**src/rtl/divider_regfile.sv**
```systemverilog
// Three-port register file: two combinational read ports, one synchronous write port; x0 reads as zero.
// Latency: reads are zero-cycle, a write becomes visible after the rising clk edge that captures it.
// Backpressure: none; always ready, with no write-to-read bypass (forwarding is handled by the pipeline).
module divider_regfile #(
    parameter int XLEN  = 32,
    parameter int NREGS = 32,
    localparam int AW   = $clog2(NREGS)
) (
    input  logic            clk,
    input  logic            reset,
    input  logic            we3,
    input  logic [AW-1:0]   ra1,
    input  logic [AW-1:0]   ra2,
    input  logic [AW-1:0]   wa3,
    input  logic [XLEN-1:0] wd3,
    output logic [XLEN-1:0] rd1,
    output logic [XLEN-1:0] rd2
);

    logic [XLEN-1:0] regs [NREGS];

    // Entry 0 is cleared by reset and never written, so it stays constant zero.
    always_ff @(posedge clk or posedge reset) begin
        if (reset) begin
            for (int i = 0; i < NREGS; i++) begin
                regs[i] <= '0;
            end
        end else if (we3 && (wa3 != '0)) begin
            regs[wa3] <= wd3;
        end
    end

    always_comb begin
        rd1 = (ra1 == '0) ? '0 : regs[ra1];
        rd2 = (ra2 == '0) ? '0 : regs[ra2];
    end

endmodule

```
**config.mk**
```make
export PLATFORM = sky130hd
export DESIGN_NAME = divider_regfile
export DESIGN_NICKNAME = d
export VERILOG_FILES = /design/src/rtl/divider_regfile.sv
export SDC_FILE = /design/constraint.sdc
export NUM_CORES = 2
export LEC_CHECK = 0
export CORE_MARGIN = 2
export CORE_UTILIZATION = 54
export DETAILED_ROUTE_END_ITERATION = 16
export PLACE_DENSITY = 0.82
export SKIP_CTS_REPAIR_TIMING = 1
export SLEW_MARGIN = 0
export SYNTH_ARGS = -nofsm -noshare
export SYNTH_HDL_FRONTEND = slang
export SYNTH_SLANG_ARGS = --single-unit
```
**constraint.sdc**
```tcl
create_clock -name clk -period 85.9 [get_ports clk]
set_input_delay 21.475 -clock clk [delete_from_list [all_inputs] [get_ports clk]]
set_output_delay 21.475 -clock clk [all_outputs]
set_load 0.01 [all_outputs]
```
==> flow_summary.toml <==
[yosys]
syn_area_um2 = 54700
async_flop_share = 1.00
synthDominantCellAreaShare = 0.468
synth_nets = 3742
ys_seq_area_frac = 0.468
yosysMostFrequentCell = "mux2_2"
synth.largest_area_cell = "dfrtp_1"
synth_edf_count = 0
synthTopCellsByCount = "mux2_2, dfrtp_1, mux4_2"
synth.area.top_cells = "dfrtp_1, mux2_2, mux4_2"
synth-seq-cells = 1024
syn-instance-count = 3692
ys.warnings.count = 0
synth.distinct_cells = 47
synth_ff_type = "dfrtp_1"
avgSynthCellArea_um2 = 14.8

[timing]
setup_violations = 0
fin_crit_sh = 0.556
finalCriticalPeriod_ns = 47.78
skew_ns = 0
hold_violations = 0
finalWorstSetupSlack_ns = 38.12
final-max-slew-violation-count = 0
worst_slew_pin_slew_ns = 1.41
rsz0062_at_grt = "false"
fmax_mhz = 20.9
tns_ns = 0
relSlewSlack = 0.0538

[power_and_ir_drop]
power_leakage_nw = 25.7
pwr-share-clk = 0.327
switching_share = 0.273
seqPwrFrac = 0.466
p_int_mw = 1.01
p_switching_uw = 380
power_density_nw_per_um2 = 23.3
p_comb_frac = 0.207
ir_drop_uv = 15.5

[layout]
final_area_um2 = 59700
drive_above_1_share = 0.478
largest_register_ff_count = 1024
post-route-util = 0.595
top_register = "regs"
fin_cells = 5007
synthToLayoutAreaGrowth_pct = 9.13
fin_nets = 3619
reg_top3 = "regs x1024"

[floorplan]
core_area_um2 = 100000
io_pins = 114
die_h_um = 322
initial_utilization = 0.546
row_count = 116
die_x_um = 322
die_area_um2 = 104000

[placement]
place_hpwl_um = 94600
pre_cts_ws_ns = 38.27
dp_cells = 4823
place_congestion = 0.884
portBuffers = 113
dpl_cell_area_um2 = 56300

[clocking]
cts_buffer_depth = 3
cts_tree = "done"
clkTransAtPathRegs_ns = 0.06
cts.sinks = 1024
ctsRootBufferMaster = "clkbuf_16"
cts_buffers = 101
htreeDepth = 3
insertion_delay_ns = 0.66

[worst_setup_path]
cp_cell_sequence = "buf_6 > buf_4 > buf_4 > or3b_2 > o22ai_1 > a2111oi_0 > a311oi_1 > clkdlybuf4s50_1"
timing.critical_path.buf_inv = 4
r2r-start = "regs[830]"
crit_path_max_incr_delay_ns = 1.06
r2r_cells = 1
reg2reg_to = "regs[830]"
arrival_ns = 26.30
startpoint = "ra1[1]"
cp_slowest_cell = "a2111oi_0"
cp-end-kind = "output pin"
r2r_slack_ns = 85.08
cpMostUsedCell = "buf_4"
crit_fanout = 39
worst-setup-path-type = "input port to output pin"
cp-start-kind = "input port"
worstPathRequired_ns = 64.42
crit_family = "buffers and inverters"

[drt]
initialDrtViolationCount = 4507
wl_um = 166000
vias = 35819
dr.pass1.iters = 6
antenna_left = 0
drc = 0
routed_via_density = 7.15
routedWlPerCell_um = 33.1

[min_path]
min_delay_path_depth = 0
holdCritPathClass = "flip-flop to flip-flop"
hold_path_end = "regs[998]"
hp-start = "regs[998]"

[global_routing]
grt_first_pass_wirelength_um = 246000
grt_overflow = 0
grt_pass1_vias = 36820
grt_start_max_net_pins = 191
track_usage = 0.321
antenna_found_initial = 11

[status]
status = "finished, final reports clean"

[flow_run]
max_cap_violations = 0
cells by family after synthesis:
kind of cell           synth area share
flip-flops                        0.468
multiplexers                      0.426
buffers and inverters            0.0401
AO/OA/AOI/OAI                    0.0447
AND/OR/NAND/NOR                  0.0204
final cells by class:
type / count / area [um^2]
fillers: 7326 / 40600
multi-input cells: 2238 / 27100
flip-flops and latches: 1024 / 25600
clock buffers: 147 / 2970
repair buffers: 201 / 1860
well taps: 1357 / 1700
clock inverters: 32 / 403
inverters: 3 / 18.8
diodes: 5 / 12.5
how the worst max path moves through the flow:
stage               to  slack, ns  depth (start not counted)
2_1_floorplan  regs[0]      35.61                          1
3_3_place_gp    rd1[2]      38.32                          8
3_5_place_dp    rd1[2]      38.27                          8
4_1_cts         rd1[2]      38.30                          8
5_1_grt         rd1[2]      37.94                          8
6_report        rd1[7]      38.12                          8
cell usage in the layout, fill, tap and decap left out, types with 25 or more instances in the layout:
| cell | instances |
|---|---|
| mux2_2 | 1037 |
| dfrtp_1 | 1024 |
| mux4_2 | 397 |
| mux2i_1 | 271 |
| clkdlybuf4s50_1 | 104 |
| clkbuf_16 | 101 |
| buf_4 | 84 |
| a22oi_1 | 77 |
| a21oi_1 | 43 |
| a22o_1 | 42 |
| o22ai_1 | 40 |
| nor2b_1 | 38 |
| a211oi_1 | 37 |
| nor3_1 | 33 |
| a2111oi_0 | 29 |
| clkbuf_8 | 27 |
| nand2_1 | 25 |
metrics by stage:
step | total power, mW | hold slack, ns
detailed placement | 0.935 | 0.382
CTS | 1.39 | 0.398
global route | 1.44 | 0.412
finish | 1.39 | 0.399
floorplan | 0.852 | 0.441
global placement | 0.920 | 0.381
power by group through the flow:
stage / Combinational [mW] / Clock [mW] / Sequential, mW
floorplan: 0.225 / 0 / 0.627
global placement: 0.275 / 0 / 0.644
detailed placement: 0.284 / 0 / 0.651
CTS: 0.286 / 0.457 / 0.643
global route: 0.306 / 0.477 / 0.656
finish: 0.288 / 0.455 / 0.647
layer usage:
metal | global-route usage | wire (um)
met5 | 0 | 92
met4 | 0.152 | 8740
met3 | 0.0981 | 19800
met2 | 0.487 | 75000
met1 | 0.426 | 62200
Note: power is estimated with default switching activity, not from simulation.
